File: config.mk
export PLATFORM = sky130hd
export DESIGN_NAME = reg_file_sb
export DESIGN_NICKNAME = d
export VERILOG_FILES = /design/src/rtl/rf_pkg.sv /design/src/rtl/rf_read_port.sv /design/src/rtl/reg_file_sb.sv
export SDC_FILE = /design/constraint.sdc
export NUM_CORES = 1
export LEC_CHECK = 0
export ABC_AREA = 1
export CORE_MARGIN = 4
export CORE_UTILIZATION = 29
export DETAILED_ROUTE_END_ITERATION = 7
export DONT_BUFFER_PORTS = 1
export PLACE_DENSITY = 0.41
export SLEW_MARGIN = 10
export SYNTH_ARGS = -nofsm -noshare
export SYNTH_HDL_FRONTEND = slang
export SYNTH_SLANG_ARGS = --single-unit
export TNS_END_PERCENT = 1
File: constraint.sdc
create_clock -name clk -period 1.6 [get_ports clk]
set_input_delay 0.24 -clock clk [delete_from_list [all_inputs] [get_ports clk]]
set_output_delay 0.24 -clock clk [all_outputs]
set_load 0.01 [all_outputs]
File: src/rtl/rf_pkg.sv
// rf_pkg -- shared constants and helpers for the reg_file_sb register file.
//   RF_WIDTH_DEF / RF_DEPTH_DEF : default data width and register count.
//   RF_RST_VAL(index, width)    : reset value of register `index`
//                                 (0 for index 0, otherwise 1 << (index-1),
//                                 truncated to `width` bits).
package rf_pkg;

  localparam int RF_WIDTH_DEF = 8;
  localparam int RF_DEPTH_DEF = 4;

  // Returned 64 bits wide; callers cut it down to their data width.
  // A shift past the data width leaves zero, which is the truncated value.
  function automatic logic [63:0] RF_RST_VAL(input int index, input int width);
    logic [63:0] v;
    v = '0;
    if ((index > 0) && ((index - 1) < width) && ((index - 1) < 64)) begin
      v = 64'd1 << (index - 1);
    end
    return v;
  endfunction

endpackage

File: src/rtl/rf_read_port.sv
// rf_read_port -- one read port of reg_file_sb.
//   Selects register rd_addr out of the flattened register array, optionally
//   forwards the same-cycle write data, flags a scoreboard hit and registers
//   the selected data when the top-level read is accepted.
//   Optional feature macro: REG_FILE_SB_BYPASS_EN (write-to-read forwarding).
// Ports:
//   clk, Reset      clock, synchronous active-high reset
//   rd_en, rd_addr  read request for this port
//   accept          whole-read accept from the top (no stall on either port)
//   regs, busy      current register contents and scoreboard
//   wr_en/addr/data same-cycle write, used only for forwarding
//   hit             this port's request targets a busy, non-forwarded register
//   rd_data         registered read data, held when not loaded
module rf_read_port
  import rf_pkg::*;
#(
  parameter int WIDTH = RF_WIDTH_DEF,
  parameter int DEPTH = RF_DEPTH_DEF,
  localparam int AW = $clog2(DEPTH)
) (
  input  logic                         clk,
  input  logic                         Reset,
  input  logic                         rd_en,
  input  logic [AW-1:0]                rd_addr,
  input  logic                         accept,
  input  logic [DEPTH-1:0][WIDTH-1:0]  regs,
  input  logic [DEPTH-1:0]             busy,
  input  logic                         wr_en,
  input  logic [AW-1:0]                wr_addr,
  input  logic [WIDTH-1:0]             wr_data,
  output logic                         hit,
  output logic [WIDTH-1:0]             rd_data
);

  logic             fwd;
  logic [WIDTH-1:0] sel_data;
  logic [WIDTH-1:0] rd_data_reg;

`ifdef REG_FILE_SB_BYPASS_EN
  // A write landing on the register being read satisfies the read directly,
  // so the pending scoreboard entry does not need to stall it.
  assign fwd      = wr_en & (wr_addr == rd_addr);
  assign sel_data = fwd ? wr_data : regs[rd_addr];
`else
  // No forwarding path: same-cycle reads see the old contents.
  logic unused_wr;
  assign unused_wr = ^{wr_en, wr_addr, wr_data};
  assign fwd       = 1'b0;
  assign sel_data  = regs[rd_addr];
`endif

  assign hit = rd_en & busy[rd_addr] & ~fwd;

  always_ff @(posedge clk) begin
    if (Reset) begin
      rd_data_reg <= '0;
    end else if (accept && rd_en) begin
      rd_data_reg <= sel_data;
    end
  end

  assign rd_data = rd_data_reg;

endmodule

File: src/rtl/reg_file_sb.sv
// reg_file_sb -- small register file with a busy scoreboard and two read ports.
//   Registers reset to RF_RST_VAL(i). IssueEn marks a register busy, a write
//   clears it (issue wins on a same-index collision). A read that hits a busy
//   register raises Stall combinationally and is dropped; the requester must
//   re-present it. Accepted reads return data one cycle later with RdValid.
//   Optional feature macro: REG_FILE_SB_BYPASS_EN -- forward same-cycle write
//   data to a matching read and suppress its stall.
// Ports:
//   clk, Reset                      clock, synchronous active-high reset
//   WrEn, WrAddr, WrData            write port
//   IssueEn, IssueAddr              scoreboard set
//   RdEnA/B, RdAddrA/B              read requests
//   RdDataA/B, RdValid              registered read results
//   Busy                            scoreboard, one bit per register
//   Stall                           combinational read-hits-busy flag
module reg_file_sb
  import rf_pkg::*;
#(
  parameter int WIDTH = RF_WIDTH_DEF,
  parameter int DEPTH = RF_DEPTH_DEF,
  localparam int AW = $clog2(DEPTH)
) (
  input  logic             clk,
  input  logic             Reset,
  input  logic             WrEn,
  input  logic [AW-1:0]    WrAddr,
  input  logic [WIDTH-1:0] WrData,
  input  logic             IssueEn,
  input  logic [AW-1:0]    IssueAddr,
  input  logic             RdEnA,
  input  logic             RdEnB,
  input  logic [AW-1:0]    RdAddrA,
  input  logic [AW-1:0]    RdAddrB,
  output logic [WIDTH-1:0] RdDataA,
  output logic [WIDTH-1:0] RdDataB,
  output logic             RdValid,
  output logic [DEPTH-1:0] Busy,
  output logic             Stall
);

  logic [DEPTH-1:0][WIDTH-1:0] regs_flat;
  logic [DEPTH-1:0]            busy_reg;
  logic [DEPTH-1:0]            busy_next;
  logic                        rd_valid_reg;
  logic                        hit_a;
  logic                        hit_b;
  logic                        accept;

  // One storage element per register so each carries its own reset value.
  generate
    for (genvar gi = 0; gi < DEPTH; gi++) begin : g_reg
      localparam logic [WIDTH-1:0] RST_VAL = WIDTH'(RF_RST_VAL(gi, WIDTH));
      logic [WIDTH-1:0] q_reg;

      always_ff @(posedge clk) begin
        if (Reset) begin
          q_reg <= RST_VAL;
        end else if (WrEn && (WrAddr == AW'(gi))) begin
          q_reg <= WrData;
        end
      end

      assign regs_flat[gi] = q_reg;
    end
  endgenerate

  // Clear first, then set, so a same-index issue overrides the write's clear.
  always_comb begin
    busy_next = busy_reg;
    if (WrEn) begin
      busy_next[WrAddr] = 1'b0;
    end
    if (IssueEn) begin
      busy_next[IssueAddr] = 1'b1;
    end
  end

  always_ff @(posedge clk) begin
    if (Reset) begin
      busy_reg <= '0;
    end else begin
      busy_reg <= busy_next;
    end
  end

  // A stall on either port drops the whole read; nothing is half-accepted.
  assign Stall  = hit_a | hit_b;
  assign accept = (RdEnA | RdEnB) & ~Stall;

  always_ff @(posedge clk) begin
    if (Reset) begin
      rd_valid_reg <= 1'b0;
    end else begin
      rd_valid_reg <= accept;
    end
  end

  rf_read_port #(
    .WIDTH (WIDTH),
    .DEPTH (DEPTH)
  ) u_port_a (
    .clk     (clk),
    .Reset   (Reset),
    .rd_en   (RdEnA),
    .rd_addr (RdAddrA),
    .accept  (accept),
    .regs    (regs_flat),
    .busy    (busy_reg),
    .wr_en   (WrEn),
    .wr_addr (WrAddr),
    .wr_data (WrData),
    .hit     (hit_a),
    .rd_data (RdDataA)
  );

  rf_read_port #(
    .WIDTH (WIDTH),
    .DEPTH (DEPTH)
  ) u_port_b (
    .clk     (clk),
    .Reset   (Reset),
    .rd_en   (RdEnB),
    .rd_addr (RdAddrB),
    .accept  (accept),
    .regs    (regs_flat),
    .busy    (busy_reg),
    .wr_en   (WrEn),
    .wr_addr (WrAddr),
    .wr_data (WrData),
    .hit     (hit_b),
    .rd_data (RdDataB)
  );

  assign RdValid = rd_valid_reg;
  assign Busy    = busy_reg;

endmodule
==> impl_metrics.json <==
{
  "io_pins": 44,
  "multiInputGateArea_um2": 1210,
  "synth_area_leaders": "dfxtp_1 42%, nor2_1 10%, o21ai_0 9.2%",
  "vias_per_cell": 4.73,
  "drt-pass1-iter-count": 4,
  "ant_nets": 0,
  "synthTopCellsByCount": "71 x nor2_1, 61 x nand2_1, 53 x dfxtp_1",
  "top_layer_used": "met4",
  "async_reset_ff_share_pct": 0,
  "dpl.cell_count": 478,
  "start_util_pct": 30.5,
  "ys_seq_area_share_pct": 41.6,
  "place_area_um2": 2640,
  "route.met3.wl_um": 419,
  "synth-compound-area-share_pct": 21.9,
  "leakage_nw": 1.24,
  "rows": 33,
  "finClkSkew_ps": 8.57,
  "grt_max_degree": 29,
  "ys_types": 18,
  "power_density_nw_per_um2": 1020,
  "synth.most_common_cell": "nor2_1",
  "crit_slowest_cell": "dfxtp_1",
  "nNetsFinal": 403,
  "cts_buffers": 5,
  "nFillCells": 930,
  "startpoint": "Busy[3]",
  "cp_top_family": "flip-flops",
  "outcome": "complete, no violations",
  "largest_reg_flops": 32,
  "critPathRequiredTime_ps": 1360,
  "min_period_ps": 1490,
  "peakVddDrop_mv": 0.386,
  "worstSetupEndpointType": "output pin",
  "worstRegToRegCells": 8,
  "wl_met1_um": 3610,
  "drt_wl_total_um": 7500,
  "path_class": "register to output pin",
  "slew_headroom_pct": 78.1,
  "synthSimpleGateAreaFrac_pct": 25.6,
  "drive_gt1_share_pct": 10.5,
  "worst_setup_path_start_kind": "register",
  "areaGrowthSynthToFinish_pct": 8.53,
  "tns_ps": 0,
  "clock_path_buffers": 2,
  "synth_top_cell_by_area": "dfxtp_1",
  "r2r_start": "Busy[1]",
  "ys_warn_count": 0,
  "antenna_found_initial": 0,
  "period_share_pct": 93.1,
  "cp_max_fo": 3,
  "yosys-mux-area-fraction_pct": 0,
  "io_buffers": 0,
  "die_x_um": 102,
  "synth_top_area_share_pct": 41.6,
  "critPathArrivalTime_ps": 1250,
  "final_cells": 487,
  "worstMarginPinSlew_ps": 328,
  "drtIter0Drc": 58,
  "synth_nets": 405,
  "synth_area_um2": 2550,
  "track_usage_pct": 15.1,
  "cts_tree": "built",
  "drcViolationCount": 0,
  "whs_ps": 48.8,
  "fin_area_um2": 2770,
  "maxCapViolCount": 0,
  "synth_xor_area_share_pct": 0,
  "syn_inst": 383,
  "met2_length_um": 3380,
  "r2r-end": "u_port_b.rd_data[7]",
  "postSynthAreaPerCell_um2": 6.66,
  "die-height_um": 102,
  "hp-class": "input port to register",
  "gp_congestion": 0.733,
  "hold_violations": 0,
  "drv_slew": 0,
  "synth_ff_type": "dfxtp_1",
  "postCtsSetupRepairBufs": 0,
  "cts_root_buffer": "clkbuf_8",
  "synth_edf_count": 0,
  "rsz0062_at_grt": "false",
  "antenna_cells": 0,
  "dpl.hpwl_um": 5110,
  "coreArea_um2": 8380,
  "grt_pass1_vias": 2204,
  "vias": 2302,
  "synth_top_family_by_area": "simple AND/OR/NAND/NOR gates",
  "cp_num_buf_inv": 1,
  "fmax_ghz": 0.671,
  "htreeDepth": 2,
  "max_stage_delay_ps": 440,
  "crit_cells": 6,
  "ys_ff_latch": 53,
  "reg2reg_slack_ps": 310,
  "dieArea_um2": 10400,
  "setup_viol_count_final": 0,
  "synth_adder_area_share_pct": 0,
  "clk_pin_slew_worst_paths_ps": 100,
  "clock_latency_ps": 310,
  "grt_overflow": 0,
  "grt_first_pass_wirelength_um": 11700,
  "post_drt_wl_per_cell_um": 15.4,
  "register_area_um2": 1060,
  "clock-sinks": 53,
  "path_cells": "inv_2, nand2_1, nand3_2, nand2_2, nand2_2, nand2_1",
  "crit_end": "Stall"
}
## where the power goes
part	internal [mW]	switching, mW	total (mW)
sequential	1.41	0.0706	1.48
clock	0.511	0.466	0.977
combinational	0.134	0.249	0.383
total	2.05	0.786	2.84
## how the worst min path moves through the flow
stage	startpoint	slack (ps)	end	depth (start not counted)
2_1_floorplan	Reset	310	Busy[0]	1
3_3_place_gp	Reset	310	Busy[1]	1
3_5_place_dp	Reset	310	Busy[1]	1
4_1_cts	WrData[1]	40	g_reg[2].q_reg[1]	2
5_1_grt	WrData[6]	50	g_reg[3].q_reg[6]	2
6_report	WrData[2]	50	g_reg[3].q_reg[2]	2
## repair_timing
action | CTS | global route
hold endpoints to repair | 5 | 0
hold buffers | 1 | 0
gates resized for setup | 0 | 3
setup endpoints to repair | 0 | 1
## per-layer routing
metal,vias up,GRT usage [%]
li1,1214,-
met1,1032,19.9
met2,48,24.7
met3,8,3.69
met4,0,4.24
met5,-,0
## layout by cell type (no fill, tap or decap)
cell	Yosys	final
a21oi_1	45	45
buf_4	0	7
bufinv_16	0	1
clkbuf_1	11	1
clkbuf_8	0	6
dfxtp_1	53	50
dfxtp_2	0	3
dlygate4sd3_1	0	1
inv_1	38	38
inv_2	11	11
nand2_1	61	61
nand2_2	6	6
nand3_1	8	8
nand3_2	2	2
nand3_4	2	2
nor2_1	71	71
nor3_1	1	1
nor3_2	2	2
o211ai_1	1	1
o21ai_0	47	47
o21ai_1	18	18
## logic make-up after synthesis
logic type / count (synthesis)
AO/OA/AOI/OAI: 111
buffers and inverters: 66
flip-flops: 53
AND/OR/NAND/NOR: 153
## cell type report
cell class	count	share of cell area (%)
clock buffer	7	3.12
multi-input combinational	264	43.7
sequential	53	38.4
inverter	49	6.64
tap	105	4.74
clock inverter	1	1.08
timing repair buffer	8	2.26
## stage by stage
stage,power [mW],worst slack [ps],utilization (%)
2_1_floorplan,1.82,435,-
3_3_place_gp,1.89,321,31.5
3_5_place_dp,1.89,291,31.5
4_1_cts,2.88,61.0,33.0
5_1_grt,3.01,9.06,33.0
6_report,2.84,111,33.0
(Power assumes the default switching activity.)
